### config.mk
export PLATFORM = sky130hd
export DESIGN_NAME = pattern_fill_ctrl
export DESIGN_NICKNAME = d
export VERILOG_FILES = /design/src/rtl/pattern_fill_pkg.sv /design/src/rtl/pattern_rep.sv /design/src/rtl/pattern_fill_ctrl.sv
export SDC_FILE = /design/constraint.sdc
export NUM_CORES = 1
export LEC_CHECK = 0
export ABC_AREA = 0
export CAP_MARGIN = 20
export CORE_MARGIN = 3
export CORE_UTILIZATION = 46
export DETAILED_ROUTE_END_ITERATION = 8
export PLACE_DENSITY_LB_ADDON = 0.25
export SYNTH_ARGS = -nofsm -noshare
export SYNTH_HDL_FRONTEND = slang
export SYNTH_SLANG_ARGS = --single-unit
### constraint.sdc
create_clock -name clock -period 2.3 [get_ports clock]
set_clock_uncertainty 0.05 [all_clocks]
set_input_delay 0.46 -clock clock [delete_from_list [all_inputs] [get_ports clock]]
set_output_delay 0.46 -clock clock [all_outputs]
set_load 0.02 [all_outputs]
### src/rtl/pattern_fill_pkg.sv
// rtl/pattern_fill_pkg.sv - shared types, sel encodings and replication helper for the fill engine
package pattern_fill_pkg;

    typedef enum logic {
        IDLE = 1'b0,
        RUN  = 1'b1
    } state_e;

    localparam logic [1:0] SEL_1B = 2'd0;
    localparam logic [1:0] SEL_2B = 2'd1;
    localparam logic [1:0] SEL_4B = 2'd2;
    localparam logic [1:0] SEL_8B = 2'd3;

    // Widest word the helper produces; callers keep the low OUT_W bits.
    localparam int REP_MAX_W = 256;

    function automatic logic [REP_MAX_W-1:0] rep_word(input logic [7:0] pat,
                                                      input logic [1:0] sel);
        logic [REP_MAX_W-1:0] w;
        case (sel)
            SEL_1B:  w = {REP_MAX_W{pat[0]}};
            SEL_2B:  w = {(REP_MAX_W/2){pat[1:0]}};
            SEL_4B:  w = {(REP_MAX_W/4){pat[3:0]}};
            default: w = {(REP_MAX_W/8){pat[7:0]}};
        endcase
        return w;
    endfunction

endpackage

### src/rtl/pattern_rep.sv
// rtl/pattern_rep.sv - combinational replicator of a 1/2/4/8-bit pattern across an OUT_W-bit word
module pattern_rep
    import pattern_fill_pkg::*;
#(
    parameter int OUT_W = 32
) (
    input  logic [7:0]       pat_i,
    input  logic [1:0]       sel_i,
    output logic [OUT_W-1:0] word_o
);

    logic [OUT_W-1:0] rep1_w;
    logic [OUT_W-1:0] rep2_w;
    logic [OUT_W-1:0] rep4_w;
    logic [OUT_W-1:0] rep8_w;

    assign rep1_w = {OUT_W{pat_i[0]}};
    assign rep2_w = {(OUT_W/2){pat_i[1:0]}};
    assign rep4_w = {(OUT_W/4){pat_i[3:0]}};
    assign rep8_w = {(OUT_W/8){pat_i[7:0]}};

    always_comb begin
        word_o = rep8_w;
        case (sel_i)
            SEL_1B:  word_o = rep1_w;
            SEL_2B:  word_o = rep2_w;
            SEL_4B:  word_o = rep4_w;
            default: word_o = rep8_w;
        endcase
    end

endmodule

### src/rtl/pattern_fill_ctrl.sv
// rtl/pattern_fill_ctrl.sv - command-driven engine streaming a programmed number of replicated pattern words
module pattern_fill_ctrl
    import pattern_fill_pkg::*;
#(
    parameter int OUT_W  = 32,
    parameter int BEAT_W = 8
) (
    input  logic              clock,
    input  logic              reset,
    input  logic              cmd_valid,
    output logic              cmd_ready,
    input  logic [7:0]        cmd_pat,
    input  logic [1:0]        cmd_sel,
    input  logic [BEAT_W-1:0] cmd_beats,
    input  logic              cmd_alt,
    input  logic              abort,
    output logic              out_valid,
    input  logic              out_ready,
    output logic [OUT_W-1:0]  out_data,
    output logic              out_last,
    output logic              busy,
    output logic              done
);

    localparam logic [BEAT_W-1:0] ONE_BEAT = BEAT_W'(1);

    state_e            state_q, state_d;
    logic [7:0]        pat_q, pat_d;
    logic [1:0]        sel_q, sel_d;
    logic              alt_q, alt_d;
    logic [BEAT_W-1:0] remaining_q, remaining_d;
    logic              alt_phase_q, alt_phase_d;
    logic              last_q, last_d;
    logic              done_q, done_d;

    logic [OUT_W-1:0]  rep_w;
    logic              accept_w;
    logic              handshake_w;

    pattern_rep #(.OUT_W(OUT_W)) u_rep (
        .pat_i  (pat_q),
        .sel_i  (sel_q),
        .word_o (rep_w)
    );

    assign cmd_ready   = (state_q == IDLE) && !abort;
    assign accept_w    = cmd_valid && cmd_ready;
    assign out_valid   = (state_q == RUN);
    assign busy        = (state_q == RUN);
    assign handshake_w = out_valid && out_ready;
    assign out_last    = last_q;
    assign done        = done_q;

    // The word is derived from the latched command, so it is inherently stable under back-pressure.
    assign out_data = out_valid ? (rep_w ^ {OUT_W{alt_q & alt_phase_q}}) : '0;

    always_comb begin
        state_d     = state_q;
        pat_d       = pat_q;
        sel_d       = sel_q;
        alt_d       = alt_q;
        remaining_d = remaining_q;
        alt_phase_d = alt_phase_q;
        last_d      = last_q;
        done_d      = 1'b0;

        case (state_q)
            IDLE: begin
                if (accept_w) begin
                    pat_d = cmd_pat;
                    sel_d = cmd_sel;
                    alt_d = cmd_alt;
                    if (cmd_beats == '0) begin
                        done_d = 1'b1;
                    end else begin
                        state_d     = RUN;
                        remaining_d = cmd_beats;
                        last_d      = (cmd_beats == ONE_BEAT);
                        alt_phase_d = 1'b0;
                    end
                end
            end
            RUN: begin
                // Abort wins over a coinciding handshake: the word counts as sent but nothing follows.
                if (abort) begin
                    state_d     = IDLE;
                    remaining_d = '0;
                    last_d      = 1'b0;
                    alt_phase_d = 1'b0;
                end else if (handshake_w) begin
                    if (remaining_q == ONE_BEAT) begin
                        state_d     = IDLE;
                        remaining_d = '0;
                        last_d      = 1'b0;
                        alt_phase_d = 1'b0;
                        done_d      = 1'b1;
                    end else begin
                        remaining_d = remaining_q - ONE_BEAT;
                        alt_phase_d = !alt_phase_q;
                        last_d      = (remaining_d == ONE_BEAT);
                    end
                end
            end
            default: state_d = IDLE;
        endcase
    end

    always_ff @(posedge clock or posedge reset) begin
        if (reset) begin
            state_q     <= IDLE;
            pat_q       <= '0;
            sel_q       <= '0;
            alt_q       <= 1'b0;
            remaining_q <= '0;
            alt_phase_q <= 1'b0;
            last_q      <= 1'b0;
            done_q      <= 1'b0;
        end else begin
            state_q     <= state_d;
            pat_q       <= pat_d;
            sel_q       <= sel_d;
            alt_q       <= alt_d;
            remaining_q <= remaining_d;
            alt_phase_q <= alt_phase_d;
            last_q      <= last_d;
            done_q      <= done_d;
        end
    end

endmodule

==> summary.md, run 1 <==
| Metric | Value |
|---|---|
| Vias in the first global route | `1424` |
| Total power | `0.00172 W` |
| Die Y | `68.1 um` |
| Syn nets | `210` |
| Status | `complete, no violations` |
| Fin nets | `258` |
| Final Critical Period | `2270 ps` |
| Syn Inst Count | `183` |
| Gp weighted congestion | `0.933` |
| Gr usage total | `19.0%` |
| Pwr per Cell Area | `736 nW/um2` |
| Ports | `61` |
| Final cell count without fillers | `276` |
| Top-area cell type share of the netlist area | `32.4%` |
| Unique cell type count in the Yosys netlist | `51` |
| Mean post-synth cell area | `9.70 um2` |
| Crit end category | `output pin` |
| Top-count cell post-synth | `buf_4` |
| CTS Buf Count | `3` |
| Storage element area | `578 um2` |
| First-iteration detailed-routing DRC count | `102` |
| DRT Wirelength | `4450 um` |
| Cell area after synthesis | `1770 um2` |
| Post-synth top cells | `buf_4 (25), dfrtp_1 (23), nor2_1 (17)` |
| Initial Util | `50.4%` |
| H-tree level count | `1` |
| Peak supply drop | `0.464 mV` |
| Ys Warns | `0` |
| Top FF cell, synth | `dfrtp_1` |
| Core outline area | `3520 um2` |
| Slew @ Worst Pin | `620 ps` |
| Share of the yosys chip area belonging to registers | `32.4%` |
| Max-slew violation total from the final report | `0` |
| Largest net degree at the start of global routing | `24` |
| Worst slack, placed | `-161 ps` |
| Leakage power | `1.01 nW` |
| Via count | `1533` |
| Max cap viols | `0` |
| TritonCTS clock tree | `built` |
| Vias per cell | `5.55` |
| Clk slew on worst S/H paths | `90 ps` |
| Layout cells sized above 1 | `33.9%` |
| P&R area growth vs syn | `31.5%` |
| Async S/R FF share, synth | `100%` |
| First-pass GRT wire length | `6590 um` |
| Final Hold Viols | `0` |
| DRC viols | `0` |
| Fmax | `0.441 GHz` |
| Hold WC Path Type | `in2async` |
| Period utilization | `98.5%` |
| Clk Latency, worst-skew pair | `270 ps` |
| Kind of critical path | `reg2out` |
| Routed wire per std cell | `16.1 um` |
| Placed wire-length estimate | `3160 um` |
| Synth area leaders | `dfrtp_1 (32%), buf_4 (11%), mux2_2 (7.0%)` |
| # setup viols final | `0` |
| RSZ-0062 raised after global routing | `true` |
| GRT overflow | `0` |
| Top cell type by total area after synthesis | `dfrtp_1` |
| Initial antenna violation count | `0` |
| Multi-input gate area | `993 um2` |
| Site Rows | `21` |
| Fill cells | `306` |
| Antenna cell count | `0` |
| Number of synthesized flops with an enable pin | `0` |
| WP data required | `1790 ps` |
| Setup ws final | `33.9 ps` |
| DIE AREA | `4640 um2` |
| WP data arrival | `1760 ps` |
| Clock Tree Buf Depth | `2` |
| Clock root buffer | `clkbuf_8` |
| I/O Buffers | `60` |
| Clock Sinks | `23` |
| Number of iterations in the first detailed-routing pass | `4` |
| Crit-path max FO | `4` |
| Relative slew slack | `58.6%` |
| Placed insts | `270` |
| Die Wd | `68.1 um` |
| Remaining antenna violation count | `0` |
| CP Launch Type | `flop` |
| Number of synthesized register bits | `23` |
[routing by layer]
layer / global-route usage (%) / up-vias / share of wire (%)
li1: - / 732 / -
met1: 24.8 / 731 / 44
met4: 8.19 / 0 / 1.4
met2: 31.5 / 65 / 47
met5: 0 / - / 0
met3: 2.30 / 5 / 7.5
[worst paths after layout]
| check | cells past startpoint | end | start | slack, ps |
|---|---|---|---|---|
| worst max register to register | 6 | out_last$_DFFE_PP0P_ | remaining_q[0]$_DFFE_PP0P_ | 160 |
| max in group asynchronous | 3 | sel_q[0]$_DFFE_PP0P_ | reset | 1490 |
| min in group clock | 1 | alt_q$_DFFE_PP0P_ | alt_q$_DFFE_PP0P_ | 460 |
| worst max-delay path | 5 | out_data[25] | sel_q[0]$_DFFE_PP0P_ | 30 |
| worst min register to register | 1 | alt_q$_DFFE_PP0P_ | alt_q$_DFFE_PP0P_ | 460 |
| worst min-delay path | 3 | alt_q$_DFFE_PP0P_ | reset | 460 |
[registers in the layout (all words and copies together) (netlist names)]
| register | cells |
|---|---|
| alt_phase_q | 1 |
| done | 1 |
| sel_q | 2 |
| alt_q | 1 |
| pat_q | 8 |
| busy | 1 |
| out_last | 1 |
| remaining_q | 8 |
[repair_timing]
action,4_1_cts,5_1_grt
buffers inserted,0,2
gates resized for setup,75,47
setup endpoints to repair,32,28
hold buffers,0,0
pin swaps,1,1
[per-stage QoR]
step	TNS (ps)	utilization (%)	hold WS (ps)	cell area (um2)
floorplan	0	-	412	1770
global placement	-859	65.3	439	2300
global route	-613	66.3	491	2330
CTS	-125	67.3	466	2370
finish	0	66.3	462	2330
detailed placement	-2230	65.3	446	2300
[cells in the final DEF (no fill, tap or decap), types with 2 or more instances in the layout]
master / count
buf_2: 14
dfrtp_1: 21
nor2_2: 6
a32oi_1: 2
nor3_1: 5
nor2_1: 12
mux2i_1: 7
a22oi_1: 2
o21ai_0: 4
dfrtp_2: 2
or3_4: 2
clkdlybuf4s15_2: 2
clkbuf_8: 3
nand4_1: 2
dlygate4sd2_1: 8
a21oi_1: 6
a2bb2oi_1: 2
ha_1: 3
buf_4: 13
o2bb2ai_1: 6
nand2_1: 5
inv_1: 4
nand3_1: 2
mux2_1: 2
clkbuf_2: 4
buf_6: 5
xor2_1: 5
nor4_4: 2
nor2b_1: 3
xnor2_1: 4
nor4_1: 2
clkdlybuf4s50_1: 28
o22ai_1: 6
mux2_2: 11
[cell type report]
cell class              count  area share [%]
multi-input cells         123            42.6
repair buffers             75            27.3
flip-flops and latches     23            24.8
well taps                  46            2.47
clock buffers               3            1.77
inverters                   5           0.804
clock inverters             1           0.322
[cells by family (layout without fill, tap and decap cells)]
family	after synthesis	after routing	synth area share (%)
buf+inv	37	84	14.1
compound gates	38	38	15.5
simple gates	53	53	19.2
flops	23	23	32.4
fa+ha+maj	3	3	2.12
xor+xnor	9	9	4.44
mux	20	20	12.2
[critical path, cell delays in order, from the launching register on]
cell and delay (ps):
dfrtp_2 450, buf_6 130, o21a_1 170, or3_4 340, a21oi_4 230, buf_6 160
[where the power goes]
group | leakage [nW] | switching [W] | internal, W
combinational | 0.708 | 0.000470 | 0.000401
clock | 0.0217 | 0.000140 | 0.000123
sequential | 0.280 | 0.0000983 | 0.000486
Note: power is estimated with default switching activity, not from simulation.
==> inputs of run 2 (changes only) <==
--- a/config.mk
+++ b/config.mk
@@ -9,8 +9,10 @@
 export CAP_MARGIN = 20
 export CORE_MARGIN = 3
 export CORE_UTILIZATION = 46
+export CTS_CLUSTER_DIAMETER = 80
 export DETAILED_ROUTE_END_ITERATION = 8
 export PLACE_DENSITY_LB_ADDON = 0.25
+export SKIP_CTS_REPAIR_TIMING = 1
 export SYNTH_ARGS = -nofsm -noshare
 export SYNTH_HDL_FRONTEND = slang
 export SYNTH_SLANG_ARGS = --single-unit
==> constraint.sdc (replaced) <==
create_clock -name clock -period 2.3 [get_ports clock]
set_clock_uncertainty 0.05 [all_clocks]
set_input_delay 0.46 -clock clock [delete_from_list [all_inputs] [get_ports clock]]
set_output_delay 0.46 -clock clock [all_outputs]
set_load 0.005 [all_outputs]
==> summary.md, run 2 (synthesis gave the netlist of run 1 again) <==
| Metric | Value |
|---|---|
| Final Instance Area | `2460 um2` |
| Clk slew on worst S/H paths | `80 ps` |
| Failing checks | `setup timing` |
| Peak supply drop | `0.366 mV` |
| Fmax | `0.388 GHz` |
| Crit-path max FO | `5` |
| DIE AREA | `4640 um2` |
| Fin nets | `260` |
| Hold WC Path Type | `reg2reg` |
| I/O Buffers | `60` |
| CTS Buf Count | `3` |
| Fill cells | `266` |
| Relative slew slack | `65.6%` |
| Number of iterations in the first detailed-routing pass | `4` |
| First-pass GRT wire length | `6780 um` |
| WP data arrival | `2060 ps` |
| Pwr per Cell Area | `675 nW/um2` |
| Layout cells sized above 1 | `25.9%` |
| Clock Sinks | `23` |
| Core outline area | `3520 um2` |
| Internal Power | `0.00105 W` |
| Worst reg2reg path depth | `6` |
| DRT Wirelength | `4660 um` |
| Largest net degree at the start of global routing | `24` |
| Clock root buffer | `clkbuf_8` |
| Clock Power Share | `15.7%` |
| Antenna cell count | `0` |
| Initial antenna violation count | `0` |
| WP data required | `1790 ps` |
| Placed insts | `266` |
| Grt peak-use layer | `met2` |
| RSZ-0062 raised after global routing | `true` |
| Most frequent cells in the layout | `clkdlybuf4s50_1 (41), dfrtp_1 (20), dlymetal6s2s_1 (18), buf_4 (15)` |
| Setup ws final | `-274 ps` |
| # setup viols final | `15` |
| Period utilization | `112%` |
| Final Hold Viols | `0` |
| Max cap viols | `0` |
| Clk Latency, worst-skew pair | `270 ps` |
| H-tree level count | `1` |
| Remaining antenna violation count | `0` |
| Gr usage total | `19.2%` |
| Combinational group share of total power | `48.2%` |
| Initial Util | `50.4%` |
| Die Wd | `68.1 um` |
| Commonest non-fill, non-tap cell in the layout | `clkdlybuf4s50_1` |
| Switching share of power | `36.6%` |
| Reported net switching power | `0.000607 W` |
| GRT overflow | `0` |
| Die Y | `68.1 um` |
| Gp weighted congestion | `0.920` |
| Worst slack, placed | `-80.4 ps` |
| Crit end category | `output pin` |
| Placed wire-length estimate | `3280 um` |
| Site Rows | `21` |
| Sequential share of power | `36.0%` |
| CP Launch Type | `flop` |
| Max-slew violation total from the final report | `0` |
| Grt met3 use | `3.28%` |
| First-iteration detailed-routing DRC count | `98` |
| Clock Tree Buf Depth | `2` |
| Setup TNS | `-1270 ps` |
| Routed wire per std cell | `16.8 um` |
| Slew @ Worst Pin | `513 ps` |
| Placed cell area | `2270 um2` |
| Biggest regs | `pat_q x8, remaining_q x8, sel_q x2` |
| DRC viols | `0` |
| Final Critical Period | `2570 ps` |
| Kind of critical path | `reg2out` |
| P&R area growth vs syn | `38.5%` |
| Vias per cell | `5.63` |
| Via count | `1566` |
| Met2 Use GR | `29.8%` |
| GR Util met1 | `27.4%` |
| TritonCTS clock tree | `built` |
| Ports | `61` |
| Final cell count without fillers | `278` |
| WHS Path Cells | `1` |
| Leakage power | `1.23 nW` |
| Status | `complete, but fails checks` |
| Vias in the first global route | `1418` |
==> run 2: worst paths after layout <==
check / start / end / slack [ps]
max: sel_q[0]$_DFFE_PP0P_ / out_data[5] / -270
max reg2reg: remaining_q[1]$_DFFE_PP0P_ / alt_phase_q$_DFFE_PP0P_ / 360
min reg2reg: pat_q[4]$_DFFE_PP0P_ / pat_q[4]$_DFFE_PP0P_ / 460
min: pat_q[4]$_DFFE_PP0P_ / pat_q[4]$_DFFE_PP0P_ / 460
min in group asynchronous: reset / pat_q[7]$_DFFE_PP0P_ / 480
max in group asynchronous: reset / pat_q[0]$_DFFE_PP0P_ / 1470
==> run 2: final cells by class <==
cell class | instances | area (um2) | area share [%]
clock buffers | 3 | 41.3 | 1.68
clock inverters | 1 | 7.51 | 0.305
inverters | 5 | 18.8 | 0.764
multi-input cells | 123 | 983 | 40.0
flip-flops and latches | 23 | 579 | 23.6
well taps | 46 | 57.6 | 2.34
repair buffers | 77 | 769 | 31.3
==> run 2: per-stage QoR <==
step	hold WS (ps)	power [W]	util, %
global placement	440	0.00131	64.4
CTS	465	0.00159	65.8
finish	464	0.00166	69.8
floorplan	412	0.00110	-
global route	483	0.00177	69.8
detailed placement	445	0.00133	64.4
==> run 2: power by group through the flow <==
stage	sequential [W]	clock [W]	combinational, W
6_report	0.000597	0.000261	0.000800
3_5_place_dp	0.000600	0	0.000728
5_1_grt	0.000607	0.000286	0.000877
2_1_floorplan	0.000554	0	0.000544
4_1_cts	0.000591	0.000266	0.000733
3_3_place_gp	0.000594	0	0.000715
==> run 2: critical path, stage by stage (launching register included) <==
cell and delay [ps]:
dfrtp_2 450, buf_4 160, nor3b_2 260, a211oi_2 80, xnor2_1 150, nor2_2 170, clkdlybuf4s50_1 520
==> run 2: routing by layer <==
metal  part of all wire, %  up-vias  wire length [um]
li1                      -      730                 -
met1                    42      740              1980
met2                    47       91              2210
met3                   9.6        5               449
met4                  0.69        0                32
met5                     0        -                 0
